<file path="config.mk">
export PLATFORM = sky130hd
export DESIGN_NAME = pc_sequencer_flat
export DESIGN_NICKNAME = d
export VERILOG_FILES = /design/src/rtl/pc_sequencer_if.sv /design/src/rtl/pc_sequencer.sv /design/src/flat_wrapper.sv
export SDC_FILE = /design/constraint.sdc
export NUM_CORES = 1
export LEC_CHECK = 0
export CORE_MARGIN = 4
export CORE_UTILIZATION = 50
export DETAILED_ROUTE_END_ITERATION = 10
export GPL_TIMING_DRIVEN = 0
export PLACE_DENSITY = 0.8
export SYNTH_ARGS = -nofsm -noshare
export SYNTH_HDL_FRONTEND = slang
export SYNTH_SLANG_ARGS = --single-unit
export TNS_END_PERCENT = 20
</file>
<file path="constraint.sdc">
create_clock -name clk -period 4.7 [get_ports clk]
set_clock_uncertainty 0.1 [all_clocks]
set_input_delay 0.94 -clock clk [delete_from_list [all_inputs] [get_ports clk]]
set_output_delay 0.94 -clock clk [all_outputs]
set_load 0.02 [all_outputs]
</file>
<file path="src/rtl/pc_sequencer_if.sv">
// Bus bundle for the program-counter unit: control/strobe inputs and the
// registered PC-related outputs. The master drives the controls, the slave
// (the sequencer itself) drives the results.
interface pc_sequencer_if #(
  parameter int WIDTH = 12
);
  logic             en;
  logic [2:0]       op;
  logic [WIDTH-1:0] in;
  logic             intreq;
  logic             ionreq;
  logic             iofreq;
  logic             latch;
  logic [WIDTH-1:0] pc;
  logic [WIDTH-1:0] pclat;
  logic [WIDTH-1:0] saved;
  logic             ien;
  logic             intack;

  modport master (
    output en, op, in, intreq, ionreq, iofreq, latch,
    input  pc, pclat, saved, ien, intack
  );

  modport slave (
    input  en, op, in, intreq, ionreq, iofreq, latch,
    output pc, pclat, saved, ien, intack
  );
endinterface

</file>
<file path="src/rtl/pc_sequencer.sv">
// Program-counter unit: advances the PC once per instruction strobe, takes
// interrupts (saving the return address and forcing the vector) and owns the
// interrupt-enable flag with its one-instruction ION delay. Every output is a
// flop, so there is no combinational path from the bus inputs to the outputs.
module pc_sequencer #(
  parameter int               WIDTH     = 12,
  parameter logic [WIDTH-1:0] RESET_VEC = WIDTH'(12'o0200),
  parameter logic [WIDTH-1:0] INT_VEC   = WIDTH'(12'o0001)
) (
  input  logic          clk,
  input  logic          clr,
  pc_sequencer_if.slave bus
);

  typedef enum logic [2:0] {
    OP_HOLD    = 3'b000,
    OP_INC     = 3'b001,
    OP_SKIP    = 3'b010,
    OP_LOAD    = 3'b011,
    OP_LOADINC = 3'b100
  } op_e;

  logic [WIDTH-1:0] pc_q, pc_d;
  logic [WIDTH-1:0] pclat_q, pclat_d;
  logic [WIDTH-1:0] saved_q, saved_d;
  logic             ien_q, ien_d;
  logic             ion_pend_q, ion_pend_d;
  logic             intack_q, intack_d;
  logic [WIDTH-1:0] npc;
  logic             int_take;

  // Next-PC selection; arithmetic wraps naturally at WIDTH bits.
  always_comb begin
    npc = pc_q;
    case (bus.op)
      OP_INC:     npc = pc_q + WIDTH'(1);
      OP_SKIP:    npc = pc_q + WIDTH'(2);
      OP_LOAD:    npc = bus.in;
      OP_LOADINC: npc = bus.in + WIDTH'(1);
      default:    npc = pc_q;
    endcase
  end

  // Interrupt is only taken on an instruction strobe with interrupts enabled.
  assign int_take = bus.en && ien_q && bus.intreq;

  // Next-state for PC, saved address, interrupt enable and the ION delay.
  always_comb begin
    pc_d       = pc_q;
    saved_d    = saved_q;
    ien_d      = ien_q;
    ion_pend_d = ion_pend_q;
    intack_d   = 1'b0;
    pclat_d    = bus.latch ? pc_q : pclat_q;

    if (bus.en) begin
      if (int_take) begin
        saved_d    = npc;
        pc_d       = INT_VEC;
        ien_d      = 1'b0;
        ion_pend_d = 1'b0;
        intack_d   = 1'b1;
      end else begin
        pc_d = npc;
        if (ion_pend_q) begin
          // Promotion consumes the pending request; a fresh ION in the same
          // cycle is redundant because IEN becomes 1 anyway.
          ien_d      = 1'b1;
          ion_pend_d = 1'b0;
        end
      end
    end

    // ION arms the delay only while interrupts are off and nothing is
    // being promoted this cycle.
    if (bus.ionreq && !ien_q && !ien_d && !int_take) begin
      ion_pend_d = 1'b1;
    end

    // IOF has the final word over any ION activity in the same cycle.
    if (bus.iofreq) begin
      ien_d      = 1'b0;
      ion_pend_d = 1'b0;
    end
  end

  // State registers with synchronous reset.
  always_ff @(posedge clk) begin
    if (clr) begin
      pc_q       <= RESET_VEC;
      pclat_q    <= RESET_VEC;
      saved_q    <= '0;
      ien_q      <= 1'b0;
      ion_pend_q <= 1'b0;
      intack_q   <= 1'b0;
    end else begin
      pc_q       <= pc_d;
      pclat_q    <= pclat_d;
      saved_q    <= saved_d;
      ien_q      <= ien_d;
      ion_pend_q <= ion_pend_d;
      intack_q   <= intack_d;
    end
  end

  assign bus.pc     = pc_q;
  assign bus.pclat  = pclat_q;
  assign bus.saved  = saved_q;
  assign bus.ien    = ien_q;
  assign bus.intack = intack_q;

endmodule

</file>
<file path="src/flat_wrapper.sv">
// flat-port wrapper written by rule: the top's interface ports become plain ports
module pc_sequencer_flat 
#(
  parameter int               WIDTH     = 12,
  parameter logic [WIDTH-1:0] RESET_VEC = WIDTH'(12'o0200),
  parameter logic [WIDTH-1:0] INT_VEC   = WIDTH'(12'o0001)
)
  (clk, clr, bus_en, bus_op, bus_in, bus_intreq, bus_ionreq, bus_iofreq, bus_latch, bus_pc, bus_pclat, bus_saved, bus_ien, bus_intack);
  pc_sequencer_if #(.WIDTH(WIDTH)) bus_i ();
  input  logic clk;
  input  logic clr;
  input wire logic [$bits(bus_i.en)-1:0] bus_en;
  input wire logic [$bits(bus_i.op)-1:0] bus_op;
  input wire logic [$bits(bus_i.in)-1:0] bus_in;
  input wire logic [$bits(bus_i.intreq)-1:0] bus_intreq;
  input wire logic [$bits(bus_i.ionreq)-1:0] bus_ionreq;
  input wire logic [$bits(bus_i.iofreq)-1:0] bus_iofreq;
  input wire logic [$bits(bus_i.latch)-1:0] bus_latch;
  output wire logic [$bits(bus_i.pc)-1:0] bus_pc;
  output wire logic [$bits(bus_i.pclat)-1:0] bus_pclat;
  output wire logic [$bits(bus_i.saved)-1:0] bus_saved;
  output wire logic [$bits(bus_i.ien)-1:0] bus_ien;
  output wire logic [$bits(bus_i.intack)-1:0] bus_intack;
  assign bus_i.en = bus_en;
  assign bus_i.op = bus_op;
  assign bus_i.in = bus_in;
  assign bus_i.intreq = bus_intreq;
  assign bus_i.ionreq = bus_ionreq;
  assign bus_i.iofreq = bus_iofreq;
  assign bus_i.latch = bus_latch;
  assign bus_pc = bus_i.pc;
  assign bus_pclat = bus_i.pclat;
  assign bus_saved = bus_i.saved;
  assign bus_ien = bus_i.ien;
  assign bus_intack = bus_i.intack;
  pc_sequencer #(.WIDTH(WIDTH), .RESET_VEC(RESET_VEC), .INT_VEC(INT_VEC)) u_core (.clk(clk), .clr(clr), .bus(bus_i));
endmodule
</file>
# Word level (Yosys, flattened, before mapping)

Cells that the tools add are included.

Register bits: 39
Input port bits: 22
Output and inout port bits: 38

Add/sub/neg operators: 3
Equality and inequality tests: 4
Multiplexer cells: 8
Bitwise gates (word level): 1
Reductions and logical operators: 12

Operators by type and width:

| cell                    | number |
|---|---|
| $pmux W12 S4            | 1 |
| $add A12 B1 Y12 const B | 2 |
| $add A12 B2 Y12 const B | 1 |
| $mux W12                | 1 |
| $eq A3 B2 Y1 const B    | 2 |
| $mux W1                 | 6 |
| $logic_and A1 B1 Y1     | 5 |
| $reduce_or A2 Y1        | 2 |
| $eq A3 B1 Y1 const B    | 1 |
| $eq A3 B3 Y1 const B    | 1 |
| $logic_not A1 Y1        | 3 |
| $reduce_and A2 Y1       | 1 |
| $reduce_bool A2 Y1      | 1 |
| $not A1 Y1              | 1 |

# Logic depth before layout (Yosys ltp)

Gate-level depths: netlist of run 1.

Word-level depth: 8
Depth in mapped cells: 13

# Worst setup path before layout of run 1

Ideal clock, no wire load.

Kind: input to register
From: in bus_op[0]
To: reg u_core.pc_q[10], in the netlist u_core.bus.pc[10]
Library setup time: 0.103 ns
Arrival time: 3.437 ns
Required time: 4.497 ns
Path slack: 1.060 ns
Stages on the path: 13
Path through: buf_2 nor3b_4 buf_2 nand2_1 nand2_1 ha_1 clkbuf_1 nand3_1 nor4_1 a41oi_2 xnor2_1 a221o_1 a2111oi_2

Cells in the longest elaborated chain, start to end: 3
Elaborated cells on any way between the ends: 6
Those cells by class: eq/ne (4); mux (2)

Ends and longest elaborated chain:

| element                              | RTL line           | source |
|---|---|---|
| start, declared                      | flat_wrapper.sv:13 | `input wire logic [$bits(bus_i.op)-1:0] bus_op;` |
| $eq A3 B3 Y1 (tied with other cells) | pc_sequencer.sv:35 | `case (bus.op)` |
| $pmux W12 S4 (*)                     | pc_sequencer.sv:35 |  |
| $mux W12 (*)                         | pc_sequencer.sv:57 | `if (int_take) begin` |
| end signal, assigned                 | pc_sequencer.sv:97 | `pc_q <= pc_d;` |
| end, declared                        | pc_sequencer.sv:23 | `logic [WIDTH-1:0] pc_q, pc_d;` |

Mark *: on every way between the ends. The rest lies on a longest branch, timed or not.
A chain may end at the register's enable or synchronous reset.

# Worst setup path after layout of run 1

Ends and elaborated chain as after synthesis.

==> results.yml, run 1 <==
floorplan:
  dieWidth_um: 79.0
  ios: 60
  core_area_um2: 4790
  die_y_um: 79.0
  num_rows: 25
  initial_core_util: 0.526
  dieArea_um2: 6230
finish:
  syn_to_final_growth_pct: 29.9
  final_util: 0.683
  drive_gt1_frac: 0.0617
  diodes: 0
  nNetsFinal: 412
critical_path:
  critical-path-max-stage-delay_ns: 0.43
  cp.buffers_inverters: 3
  cp-end-kind: "register"
  critPathMaxFanout: 10
  cp_cell_sequence: "buf_2, nor3b_4, buf_2, nand2_1, nand2_1, ha_1, clkbuf_1, nand3_1, nor4_1, a41oi_2, xnor2_1, a221o_1, a2111oi_2"
  cp_slowest_cell: "nor3b_4"
  required_ns: 4.79
  critPathArrivalTime_ns: 3.97
  cp-start-kind: "primary input"
  crit_type: "in -> reg"
  cp_top_family: "simple AND/OR/NAND/NOR gates"
synthesis:
  syn_nets: 350
  synth_top_area_cell: "dfxtp_1"
  yosys-top-cells-count: "dfxtp_1 (39), nand2_1 (29), nor2_1 (29), mux2i_1 (23), a21oi_1 (22)"
  synth_edf_count: 0
  ys_async_sr_fraction: 0
  synthDistinctLibCells: 60
  yosysWarnings: 0
  dominantRegCellSynth: "dfxtp_1"
  synth.avg_cell_area_um2: 7.72
  synth_area_um2: 2520
  syn_inst: 326
  ys_ff_latch: 39
  synth.top_cell.area_share: 0.310
  yosysMostFrequentCell: "dfxtp_1"
  yosysSeqAreaShare: 0.310
  synth_top_cells_by_area: "dfxtp_1 (31%), mux2i_1 (9.1%), a21oi_1 (4.4%)"
detailed_routing:
  wirelength_mm: 8.71
  drc: 0
  vias: 2887
  wl_met1_mm: 3.57
  dr.max_layer_used: "met4"
  drtIter0Drc: 347
  dr_wl_met2_mm: 3.97
  drtPass1Iterations: 7
  detail_route.wl_per_cell_um: 19.1
  met3WireLength_um: 878
  drtAntennaViolNets: 0
  via_per_inst: 6.33
sta:
  finalCriticalPeriod_ns: 3.88
  setup_ws_ns: 0.817
  rsz0062_at_grt: "false"
  fin_hold_ws_ns: 0.358
  max_slew.worst_pin.slew_ns: 0.806
  setup_violations: 0
  max_freq_mhz: 258
  slew_headroom: 0.463
  slew_viol_final: 0
  fin_tns_setup_ns: 0
  finalHoldViolCount: 0
  finalCritPeriodShare: 0.826
power_and_ir_drop:
  power_frac_comb: 0.222
  power_frac_clock: 0.355
  leakage_uw: 0.00114
  internal_power_uw: 584
  seq_power_share: 0.423
  swShare: 0.292
  power_density_nw_per_um2: 253
  irDropWorstVdd_mv: 0.276
  power_switching_uw: 241
clocking:
  cts_buffer_depth: 2
  root_buffer: "clkbuf_8"
  cts_tree: "done"
  htree_num_levels: 2
  clock-sinks: 39
  clk_latency_ns: 0.29
  cts_setup_buffers: 0
  clk_pin_slew_ns: 0.08
  cts_hold_buf: 0
  cts_buffers: 5
  cts_resized: 0
flow_run:
  maxCapViolCount: 0
placed_design:
  gp_congestion: 0.963
  hpwl_mm: 6.52
  dp_slack_ns: 0.547
  portBuffers: 55
global_routing:
  grt_antenna_before_repair: 0
  first_global_vias: 2767
  overflow: 0
  grt_max_degree: 13
  grt_pass1_wl_mm: 13.8
  track_usage: 0.283
hold_path:
  min-delay-path-class: "reg -> reg"
status:
  status: "finished, final reports clean"
==> cell families after synthesis <==
kind of cell,synth area share
and+or+nand+nor,0.247
AOI/OAI and AO/OA,0.240
DFF,0.310
buffers and inverters,0.0626
muxes,0.0959
xor gates and xnor gates,0.0348
adders and majority gates,0.00994
==> layer usage <==
layer | GRT usage | vias to the layer above
met3 | 0.0544 | 35
li1 | - | 1318
met5 | 0 | -
met1 | 0.379 | 1345
met2 | 0.451 | 189
met4 | 0.108 | 0
==> area by class of cell <==
cell class | instances | area (µm²)
Buffer | 28 | 120
Fill cell | 411 | 1520
Tap cell | 67 | 83.8
Timing Repair Buffer | 55 | 551
Inverter | 10 | 37.5
Clock inverter | 2 | 35.0
Multi-Input combinational cell | 249 | 1580
Sequential cell | 39 | 781
Clock buffer | 6 | 82.6
==> final timing paths <==
check        slack (ns)  cells past startpoint                start                   to
max                0.82                     13            bus_op[0]    u_core.bus.pc[10]
min                0.36                      2  u_core.bus.saved[0]  u_core.bus.saved[0]
max reg2reg        1.61                     11     u_core.bus.pc[1]    u_core.bus.pc[10]
min reg2reg        0.36                      2  u_core.bus.saved[0]  u_core.bus.saved[0]
==> registers in the layout, summed over array words and instances (netlist names) <==
| signal | flops |
|---|---|
| u_core.bus.ien | 1 |
| u_core.bus.intack | 1 |
| u_core.bus.pc | 12 |
| u_core.bus.pclat | 12 |
| u_core.bus.saved | 12 |
| u_core.ion_pend_q | 1 |
==> power groups by stage <==
stage                     clock network, µW  registers (µW)  logic (µW)
after global routing                    309             351         196
after floorplan                           0             367        94.6
after global placement                    0             357         176
after detailed placement                  0             357         178
final                                   293             349         183
after CTS                               293             349         179
==> worst register-to-register path: stages, from the launching register on <==
cell,delay [ns]
dfxtp_1,0.39
clkbuf_1,0.43
nand2_1,0.09
nand2_1,0.09
ha_1,0.14
clkbuf_1,0.34
nand3_1,0.13
nor4_1,0.27
a41oi_2,0.07
xnor2_1,0.16
a221o_1,0.39
a2111oi_2,0.37
==> per-stage QoR <==
step                cell area, µm²  cells  total power, µW
finish                        3270    456              826
global placement              3150    448              533
floorplan                     2520    326              461
detailed placement            3150    448              535
CTS                           3270    456              822
global route                  3270    456              855
==> cells in the final DEF, fill, tap and decap left out, types with 4 or more instances in the layout <==
cell type | netlist | layout
o21ai_0 | 17 | 17
xor2_1 | 5 | 5
nand4_1 | 8 | 8
nand3_1 | 20 | 20
and3_1 | 6 | 6
nor3_1 | 15 | 15
dfxtp_1 | 39 | 39
clkbuf_8 | 0 | 6
a21oi_1 | 22 | 22
nor2_1 | 29 | 29
inv_1 | 10 | 10
xnor2_1 | 5 | 5
a22oi_1 | 7 | 7
nand2_1 | 29 | 29
a31oi_1 | 4 | 4
clkdlybuf4s50_1 | 0 | 55
mux2i_1 | 23 | 23
clkbuf_1 | 21 | 21
Power figures use the tool's default switching activity.
==> run 2: changes to the inputs <==
Clock period 4.7 ns to 3.84 ns, I/O delays scaled along.
==> run 2 against run 1 <==
Count of clock-buffer cells in the layout is the same. Total power increased by 22%. Cell count is 0.44% higher. Design area grew 0.46%. Die area did not move. Sequential share of layout area down 0.11 points. Non-clock buffer count increased by 2. Critical endpoint unchanged. Largest cell class unchanged.
==> results.yml, run 2 (synthesis gave the netlist of run 1 again) <==
hold_path:
  min-delay-path-class: "reg -> reg"
  min-delay-start: "u_core.bus.saved[0]"
  whs_endpoint: "u_core.bus.saved[0]"
  hold_path_depth: 2
clocking:
  cts_hold_buf: 0
  clk_pin_slew_ns: 0.08
  root_buffer: "clkbuf_8"
  cts_tree: "done"
  cts_buffer_depth: 2
  cts_setup_buffers: 0
  clock-sinks: 39
  clk_latency_ns: 0.29
  cts_buffers: 5
  htree_num_levels: 2
  cts_resized: 0
critical_path:
  critical-path-max-stage-delay_ns: 0.40
  r2r_slack_ns: 0.72
  cp_slowest_cell: "clkbuf_1"
  cp_cell_sequence: "buf_4, or3b_4, clkbuf_1, nand2_1, nand2_1, ha_1, clkbuf_1, nand3_1, nor4_1, a41oi_2, xnor2_1, a221o_1, a2111oi_2"
  critPathMaxFanout: 10
  rr_endpoint: "u_core.bus.pc[10]"
  critPathArrivalTime_ns: 3.67
  required_ns: 3.93
  crit_type: "in -> reg"
  rr_worst_depth: 11
  cp.buffers_inverters: 3
  cp-end-kind: "register"
  r2r_start: "u_core.bus.pc[1]"
  cp-start-kind: "primary input"
  cp_top_family: "buffers and inverters"
sta:
  slew_headroom: 0.465
  finalCritPeriodShare: 0.932
  slew_viol_final: 0
  rsz0062_at_grt: "false"
  setup_ws_ns: 0.261
  finalHoldViolCount: 0
  max_slew.worst_pin.slew_ns: 0.803
  finalCriticalPeriod_ns: 3.58
  setup_violations: 0
  max_freq_mhz: 279
detailed_routing:
  drtIter0Drc: 308
  drc: 0
  via_per_inst: 6.36
  drtPass1Iterations: 5
  wirelength_mm: 8.76
  vias: 2912
  drtAntennaViolNets: 0
  detail_route.wl_per_cell_um: 19.1
finish:
  diodes: 0
  final_cells: 458
  final_common_cell: "clkdlybuf4s50_1"
  nNetsFinal: 414
  syn_to_final_growth_pct: 30.5
  layout_common_cells: "clkdlybuf4s50_1 (55), dfxtp_1 (39), nand2_1 (29), nor2_1 (29), mux2i_1 (23)"
  drive_gt1_frac: 0.0665
power_and_ir_drop:
  leakage_uw: 0.00115
  irDropWorstVdd_mv: 0.337
  power_density_nw_per_um2: 308
placed_design:
  hpwl_mm: 6.52
  gp_congestion: 0.963
  dp.cells: 448
  dp_slack_ns: -0.141
  portBuffers: 55
global_routing:
  grt_max_degree: 13
  track_usage: 0.283
  grt_pass1_wl_mm: 13.8
  first_global_vias: 2767
  grt_antenna_before_repair: 0
  overflow: 0
floorplan:
  num_rows: 25
  dieArea_um2: 6230
  initial_core_util: 0.526
  die_y_um: 79.0
  dieWidth_um: 79.0
  ios: 60
  core_area_um2: 4790
status:
  status: "finished, final reports clean"
flow_run:
  maxCapViolCount: 0
-- run 2: changes by cell type in the layout (fill, tap and decap cells not counted) --
cell	before	now
buf_4	1	3
-- run 2: metal layers --
| layer | vias up | part of all wire | track usage |
|---|---|---|---|
| met3 | 29 | 0.098 | 0.0544 |
| met5 | - | 0 | 0 |
| met1 | 1383 | 0.41 | 0.379 |
| met4 | 0 | 0.029 | 0.108 |
| met2 | 171 | 0.46 | 0.451 |
| li1 | 1329 | - | - |
-- run 2: area by class of cell --
type / instances / area (µm²)
multi-input cells: 249 / 1580
clock inverters: 2 / 35.0
plain buffers: 28 / 120
clock buffers: 6 / 82.6
repair buffers: 57 / 566
inverters: 10 / 37.5
fillers: 407 / 1500
well taps: 67 / 83.8
flip-flops and latches: 39 / 781
-- run 2: through the flow --
step	setup TNS (ns)	util	total power [µW]	area [µm²]	hold WS (ns)
floorplan	0	-	564	2520	0.435
detailed placement	-0.141	0.659	655	3150	0.350
global placement	-0.0939	0.659	652	3150	0.346
global route	0	0.686	1050	3280	0.390
CTS	0	0.683	1010	3270	0.361
finish	0	0.686	1010	3280	0.357
-- run 2: worst max path at each step --
| stage | startpoint | endpoint | slack [ns] | depth (start not counted) |
|---|---|---|---|---|
| 3_3_place_gp | bus_op[0] | u_core.bus.pc[10] | -0.09 | 13 |
| 6_report | bus_op[2] | u_core.bus.pc[10] | 0.26 | 13 |
| 4_1_cts | bus_op[0] | u_core.bus.pc[10] | 0.16 | 13 |
| 2_1_floorplan | bus_op[0] | u_core.bus.pc[10] | 0.37 | 13 |
| 5_1_grt | bus_op[0] | u_core.bus.pc[10] | 0.11 | 13 |
| 3_5_place_dp | bus_op[0] | u_core.bus.pc[10] | -0.14 | 13 |
-- run 2: tightest hold or removal path, stage by stage (launching register included) --
cell and delay, ns:
dfxtp_1 0.31, nand2_1 0.05, a21oi_1 0.05
-- run 2: where the power goes --
part	switching, µW	internal, µW	leakage (µW)
Combinational	136	89.4	0.000770
Clock	147	210	0.0000612
Sequential	11.3	416	0.000316
Total	294	716	0.00115
